<file path="config.mk">
export PLATFORM = sky130hd
export DESIGN_NAME = cpu_ctrl_fsm
export DESIGN_NICKNAME = d
export VERILOG_FILES = /design/src/rtl/cpu_ctrl_fsm.sv
export SDC_FILE = /design/constraint.sdc
export NUM_CORES = 1
export LEC_CHECK = 0
export BUFFER_PORTS_ARGS = -buffer_cell sky130_fd_sc_hd__buf_4
export CAP_MARGIN = 5
export CORE_AREA = 4 4 72 74
export CTS_BUF_LIST = sky130_fd_sc_hd__clkbuf_8
export CTS_CLUSTER_DIAMETER = 60
export DETAILED_ROUTE_END_ITERATION = 10
export DIE_AREA = 0 0 76 78
export GPL_TIMING_DRIVEN = 0
export PLACE_DENSITY = 0.79
export SLEW_MARGIN = 0
export SYNTH_ARGS = -nofsm -noshare
export SYNTH_HDL_FRONTEND = slang
export SYNTH_SLANG_ARGS = --single-unit
</file>
<file path="constraint.sdc">
create_clock -name clk -period 2.8 [get_ports clk]
set_input_delay 0.14 -clock clk [delete_from_list [all_inputs] [get_ports clk]]
set_output_delay 0.14 -clock clk [all_outputs]
set_load 0.01 [all_outputs]
</file>
<file path="src/rtl/cpu_ctrl_fsm.sv">
// cpu_ctrl_fsm: multi-cycle RV32 control sequencer with memory stall timeout and retired-instruction count.
module cpu_ctrl_fsm #(
    parameter int MEM_TIMEOUT = 255
) (
    input  logic        clk,
    input  logic        resetn,
    input  logic [9:0]  op_class,
    input  logic [2:0]  funct3,
    input  logic        take_branch,
    input  logic        mem_ready,
    output logic        mem_req,
    output logic        mem_we,
    output logic        addr_sel,
    output logic        ir_we,
    output logic        rf_we,
    output logic [1:0]  wb_sel,
    output logic        pc_we,
    output logic [1:0]  pc_sel,
    output logic        halt,
    output logic        fault,
    output logic [2:0]  state,
    output logic [31:0] instret
);
    localparam int CW = MEM_TIMEOUT > 1 ? $clog2(MEM_TIMEOUT + 1) : 1;

    typedef enum logic [2:0] {
        S_FETCH  = 3'd0,
        S_DECODE = 3'd1,
        S_EXEC   = 3'd2,
        S_MEM    = 3'd3,
        S_WB     = 3'd4,
        S_HALT   = 3'd5
    } state_t;

    state_t        r_state;
    logic          r_fault;
    logic [31:0]   r_instret;
    logic [CW-1:0] r_stall;

    logic w_alu, w_lui, w_jal, w_jalr, w_br, w_ld, w_st, w_sys;
    logic w_illegal, w_stalled, w_timeout;

    assign w_alu  = op_class[0] | op_class[1] | op_class[5];
    assign w_br   = op_class[2];
    assign w_jalr = op_class[3];
    assign w_jal  = op_class[4];
    assign w_lui  = op_class[6];
    assign w_ld   = op_class[7];
    assign w_st   = op_class[8];
    assign w_sys  = op_class[9];

    assign w_illegal = !$onehot(op_class)
                     || (w_ld && (funct3 == 3'd3 || funct3 >= 3'd6))
                     || (w_st && funct3 > 3'd2);

    // Timeout fires on the edge that would complete the MEM_TIMEOUT-th consecutive stalled cycle.
    assign w_stalled = mem_req && !mem_ready;
    assign w_timeout = (MEM_TIMEOUT != 0) && w_stalled
                     && ({1'b0, r_stall} + (CW+1)'(1) == (CW+1)'(MEM_TIMEOUT));

    always_comb begin
        mem_req  = 1'b0;
        mem_we   = 1'b0;
        addr_sel = 1'b0;
        ir_we    = 1'b0;
        rf_we    = 1'b0;
        wb_sel   = 2'b00;
        pc_we    = 1'b0;
        pc_sel   = 2'b00;
        case (r_state)
            S_FETCH: begin
                mem_req = 1'b1;
                ir_we   = mem_ready;
            end
            S_EXEC: begin
                rf_we  = w_alu | w_lui | w_jal | w_jalr;
                pc_we  = w_alu | w_lui | w_jal | w_jalr | w_br;
                wb_sel = w_lui ? 2'b11 : (w_jal | w_jalr) ? 2'b10 : 2'b00;
                pc_sel = w_jal ? 2'b10 : w_jalr ? 2'b11 : (w_br && take_branch) ? 2'b01 : 2'b00;
            end
            S_MEM: begin
                mem_req  = 1'b1;
                addr_sel = 1'b1;
                mem_we   = w_st;
                pc_we    = w_st && mem_ready;
            end
            S_WB: begin
                rf_we  = 1'b1;
                wb_sel = 2'b01;
                pc_we  = 1'b1;
            end
            default: ;
        endcase
    end

    assign halt    = (r_state == S_HALT);
    assign fault   = r_fault;
    assign state   = r_state;
    assign instret = r_instret;

    always_ff @(posedge clk or negedge resetn) begin
        if (!resetn) begin
            r_state   <= S_FETCH;
            r_fault   <= 1'b0;
            r_instret <= '0;
            r_stall   <= '0;
        end else begin
            r_instret <= r_instret + {31'd0, pc_we};
            r_stall   <= w_stalled ? r_stall + CW'(1) : '0;
            case (r_state)
                S_FETCH: begin
                    if (mem_ready) r_state <= S_DECODE;
                    else if (w_timeout) begin
                        r_state <= S_HALT;
                        r_fault <= 1'b1;
                    end
                end
                S_DECODE: begin
                    if (w_illegal) begin
                        r_state <= S_HALT;
                        r_fault <= 1'b1;
                    end else r_state <= w_sys ? S_HALT : S_EXEC;
                end
                S_EXEC: r_state <= (w_ld || w_st) ? S_MEM : S_FETCH;
                S_MEM: begin
                    if (mem_ready) r_state <= w_st ? S_FETCH : S_WB;
                    else if (w_timeout) begin
                        r_state <= S_HALT;
                        r_fault <= 1'b1;
                    end
                end
                S_WB:   r_state <= S_FETCH;
                S_HALT: ;
                default: begin
                    r_state <= S_HALT;
                    r_fault <= 1'b1;
                end
            endcase
        end
    end
endmodule

</file>
## Yosys cells after proc, flatten, opt, wreduce, memory -nomap -nowiden

Cells that the tools add are included.

- Eq/ne operators: 11
- Muxes and demuxes: 26
- Bitwise logic cells: 8
- Add/subtract/negate cells: 12
- Order comparisons: 2
- Reductions and logical operators: 16

Operators with widths:

| operator | count |
|---|---|
| adder 32 x 1 -> 32 bit | 1 |
| 2-to-1 mux 3 bit | 6 |
| case mux 3 bit (6 select lines) | 1 |
| 2-to-1 mux 2 bit | 6 |
| adder 1 x 1 -> 2 bit | 5 |
| adder 8 x 1 -> 9 bit (second input constant) | 1 |
| == test 3 x 2 -> 1 bit (second input constant) | 3 |
| == test 9 x 8 -> 1 bit (second input constant) | 1 |
| adder 8 x 1 -> 8 bit (second input constant) | 1 |
| 2-to-1 mux 1 bit | 8 |
| 2-to-1 mux 8 bit | 1 |
| bitwise OR 1 bit | 7 |
| adder 2 x 2 -> 3 bit | 2 |
| == test 3 bit (second input constant) | 2 |
| logical AND 1 bit | 6 |
| case mux 1 bit (3 select lines) | 2 |
| adder 3 x 3 -> 4 bit | 1 |
| adder 4 x 2 -> 4 bit | 1 |
| == test 4 x 1 -> 1 bit (second input constant) | 1 |
| logical OR 1 bit | 4 |
| inequality test 2 bit (second input constant) | 2 |
| case mux 2 bit (2 select lines) | 1 |
| AND reduction 4 bit | 1 |
| == test 3 x 1 -> 1 bit (second input constant) | 1 |
| 9 further kinds | 10 |

- Output and inout port bits: 47
- Word-level logic and storage cells: 79
- Input bits: 17
- Register bits: 44

## Logic depth before layout (Yosys ltp)

- Word-level depth: 10
- Gate-level depth with buffers: 13
- Mapped depth without buffers: 13

## Least setup slack after synthesis

OpenSTA, ideal clock, no wires.

- Path kind: input -> register
- Start: in op_class[0]
- End: reg r_state[1] (netlist: state[1])
- Arrival time: 3485 ps
- Cell stages on the path: 13
- Path buffers: 0
- Library setup time: 64 ps
- Slack: -749 ps
- Data required time: 2736 ps
- Cell sequence: fa_1 > fa_1 > inv_1 > fa_1 > inv_1 > ha_1 > inv_1 > fa_1 > a2111oi_0 > a21oi_1 > or4_1 > o32ai_1 > a21o_1

- Longest elaborated chain between the ends: 10

RTL lines:

| item | RTL line | text |
|---|---|---|
| start: declaration | 7 | `input logic [9:0] op_class,` |
| adder 1 x 1 -> 2 bit (implied by the code) | 52 | `assign w_illegal = !$onehot(op_class)` |
| adder 2 x 2 -> 3 bit (implied by the code) | 52 |  |
| adder 3 x 3 -> 4 bit (implied by the code) | 52 |  |
| adder 4 x 2 -> 4 bit (implied by the code) | 52 |  |
| == test 4 x 1 -> 1 bit | 52 |  |
| logical NOT 1 bit | 52 |  |
| logical OR 1 bit | 53 | `\|\| (w_ld && (funct3 == 3'd3 \|\| funct3 >= 3'd6))` |
| logical OR 1 bit | 54 | `\|\| (w_st && funct3 > 3'd2);` |
| 2-to-1 mux 3 bit | 119 | `if (w_illegal) begin` |
| case mux 3 bit (6 select lines) | 110 | `case (r_state)` |
| end signal: assignment | 122 | `end else r_state <= w_sys ? S_HALT : S_EXEC;` |
| end signal: assignment | 124 | `S_EXEC: r_state <= (w_ld \|\| w_st) ? S_MEM : S_FETCH;` |
| end signal: assignment | 126 | `if (mem_ready) r_state <= w_st ? S_FETCH : S_WB;` |
| end: declaration | 35 | `state_t r_state;` |

No other way between the ends.
A chain may end at the register's enable or synchronous reset.

## Worst setup path in the final report

Ends and elaborated chain as after synthesis.

==> run_results.csv <==
group,metric,value,unit
detailed_routing,wl_per_cell,13.7,um
sta,skew,7.27,ps
detailed_routing,antenna_left,0,
placed_design,place.gp.congestion,0.835,
grt,antenna_found_initial,0,
sta,setup_viol,4,
power,sw_frac_of_total,22.7,%
floorplanning,core,4600,um2
setup_path,cp-start-kind,"input pin",
detailed_routing,drtIter0Drc,84,
synthesis,synthMuxAreaShare,0,%
power,p_int,1.05,mW
synthesis,yosys.area_share.adder,8.83,%
grt,use_met2,28.9,%
hold_path,worstHoldStart,"op_class[9]",
outcome,violations,"setup timing",
sta,fin_ws,-490,ps
hold_path,hold_path_class,"input pin to flip-flop",
floorplanning,start_util,51.2,%
synthesis,synth_cells,227,
final_layout,layout-drive-gt1-share,31.5,%
grt,grtUsageMet3,4.64,%
clock_network,clock-root-buffer,"clkbuf_8",
synthesis,synth_top_family_by_area,"simple AND/OR/NAND/NOR gates",
synthesis,synth_cell_types,37,
setup_path,reg2reg_slack,260,ps
grt,grt-ovfl-total,0,
grt,grt_max_degree,45,
sta,final-max-slew-violation-count,0,
power,total_power,1.36,mW
final_layout,final_cell_mix,"buf_4 (65), dfrtp_1 (43), xnor2_1 (22), nor2_1 (22), nand2_1 (19)",
synthesis,syn_nets,257,
setup_path,crit_path_start,"op_class[0]",
synthesis,synth_compound_area_share,6.38,%
clock_network,path_clk_slew,70,ps
grt,grt_pass1_wl,8510,um
clock_network,clkLatencyLatePin,290,ps
grt,grt_util_met1,21.4,%
final_layout,insertedDiodeCount,0,
power,power_leakage,1.62,nW
sta,hold_slack,240,ps
synthesis,synth_area,2350,um2
power,max-vdd-ir-drop,0.000271,V
setup_path,required,3020,ps
setup_path,end_kind,"flip-flop",
clock_network,h-tree-depth,2,
placed_design,place_hpwl,3590,um
detailed_routing,first_pass_iters,4,
power,p_sw,0.310,mW
clock_network,cts.sinks,44,
sta,finalHoldViolCount,0,
synthesis,ys_seq_elements,44,
detailed_routing,route.detailed.drc,0,
floorplanning,die-area,5930,um2
floorplanning,ios,64,
setup_path,worstReg2RegStart,"state[1]",
outcome,outcome,"finished with violations",
setup_path,worstSetupEndpoint,"state[1]",
final_layout,final_util,68.6,%
detailed_routing,viasPerCell,5.31,
job,maxCapViolations,0,
floorplanning,rows,25,
synthesis,synth_xor_area_share,13.4,%
setup_path,worst-setup-path-type,"input pin to flip-flop",
setup_path,timing.rr.end,"instret[20]",
sta,period_needed,3290,ps
synthesis,synth-simple-area-share,20.3,%
power,p_comb_share,15.6,%
sta,clock.fmax,304,MHz
power,p_per_area,432,nW/um2
placed_design,dp.cells,344,
clock_network,cts_made_buffers,5,
power,pwr-share-clk,37.7,%
final_layout,finalNonFillerCells,356,
floorplanning,dieHeight,78,um
sta,finalCritPeriodShare,117,%
synthesis,yosysSeqAreaShare,46.8,%
sta,slew_headroom,64.7,%
detailed_routing,drt-total-wl,4880,um
hold_path,whs_path_depth,4,
synthesis,yosys_warnings,0,
final_layout,final_common_cell,"buf_4",
synthesis,syn_area_per_cell,10.4,um2
placed_design,placement.io_buffers,63,
grt,top_usage_layer,"met2",
final_layout,area_growth,34.1,%
final_layout,layout.nets,331,
power,seq_power_share,46.7,%
clock_network,max-clock-path-buffers,2,
grt,grt_pass1_vias,1884,
floorplanning,die_w,76,um
setup_path,crit_path_max_fanout,2,
sta,worstMarginPinSlew,529,ps
grt,grt_usage,17.1,%
clock_network,cts_tree,"built",
sta,rsz0062_at_grt,"true",
detailed_routing,vias,1890,
setup_path,r2r_cells,12,
setup_path,cp.arrival,3510,ps
-- how the worst min path moves through the flow --
stage,end,slack (ps)
6_report,state[0],240
5_1_grt,state[0],240
4_1_cts,state[0],230
3_5_place_dp,instret[25],160
3_3_place_gp,instret[24],160
2_1_floorplan,fault,-160
-- cells in the mapped netlist --
library cell / count / share of area [%]
and4_1: 6 / 2.2
o32ai_1: 1 / 0.37
a21oi_1: 9 / 1.9
nand4_1: 7 / 1.9
nor3b_1: 1 / 0.32
a31oi_1: 1 / 0.27
a221oi_1: 1 / 0.37
a211o_1: 1 / 0.37
nand2b_1: 2 / 0.53
nand3_1: 14 / 3.0
and3_1: 5 / 1.3
a221o_1: 1 / 0.43
or4_1: 1 / 0.32
fa_1: 6 / 5.1
o311ai_2: 1 / 0.69
inv_1: 16 / 2.6
a2111oi_0: 1 / 0.37
nand3b_1: 1 / 0.32
buf_2: 1 / 0.21
nor2_1: 23 / 3.7
a21o_1: 1 / 0.32
and2_0: 1 / 0.27
dfrtp_1: 44 / 47
clkbuf_1: 1 / 0.16
or2_1: 1 / 0.27
nor3_1: 4 / 0.85
xnor2_1: 22 / 8.2
xor2_1: 14 / 5.2
ha_1: 7 / 3.7
nor4_4: 1 / 0.90
and2b_1: 1 / 0.32
o211ai_1: 1 / 0.32
and2_1: 4 / 1.1
o21ai_0: 3 / 0.64
buf_6: 3 / 1.4
nand2_1: 19 / 3.0
o31ai_1: 1 / 0.32
-- layout make-up --
cell class | count | area (um2)
clock buffer | 7 | 96.3
timing repair buffer | 68 | 524
sequential | 44 | 1100
buffer | 4 | 38.8
clock inverter | 1 | 30.0
tap | 54 | 67.6
inverter | 16 | 60.1
multi-input combinational | 162 | 1240
fill | 352 | 1440
-- power groups by stage --
stage               combinational [mW]  clock, mW  sequential (mW)
floorplan                       0.0914          0            0.650
detailed placement               0.152          0            0.649
finish                           0.213      0.515            0.636
global placement                 0.142          0            0.649
CTS                              0.211      0.530            0.636
global route                     0.241      0.560            0.637
-- registers in the layout, indices dropped and copies added, names as in the netlist --
| register | flops |
|---|---|
| instret | 32 |
| r_stall | 8 |
| state | 3 |
| fault | 1 |
-- stage by stage --
step | instance area (um2) | worst slack (ps) | TNS (ps)
after floorplan | 2360 | -640 | -1860
after global placement | 2910 | -905 | -4070
after detailed placement | 2910 | -954 | -4150
final | 3160 | -490 | -1350
after CTS | 3140 | -514 | -1520
after global routing | 3160 | -625 | -1890
-- cells by family (layout without fill, tap and decap cells) --
logic type	count (synthesis)	count (layout)
buf+inv	21	96
fa+ha+maj	13	13
flops	44	44
simple gates	91	91
compound gates	22	22
xor+xnor	36	36
-- repair_timing --
| action | in CTS | in global routing |
|---|---|---|
| pin swaps | 1 | 5 |
| setup endpoints to repair | 15 | 23 |
| endpoints found under the hold margin | 44 | 0 |
| resized for setup | 12 | 5 |
| hold buffers | 1 | 0 |
| setup buffers | 4 | 0 |
-- per-layer routing --
metal  vias to the layer above  wire, um  part of all wire (%)
li1                        922         -                     -
met1                       916      2070                    42
met2                        48      2530                    52
met3                         4       256                   5.2
met4                         0        26                  0.53
met5                         -         0                     0
-- critical path: stages --
cell and delay, ps:
buf_8 100, fa_1 490, fa_1 510, inv_1 50
fa_1 450, inv_2 80, ha_4 130, inv_2 30
fa_2 360, a2111oi_4 210, a21oi_2 70, or4_4 560
o32ai_2 230, a21o_1 110
No activity file was read; power rests on OpenSTA's default activity.
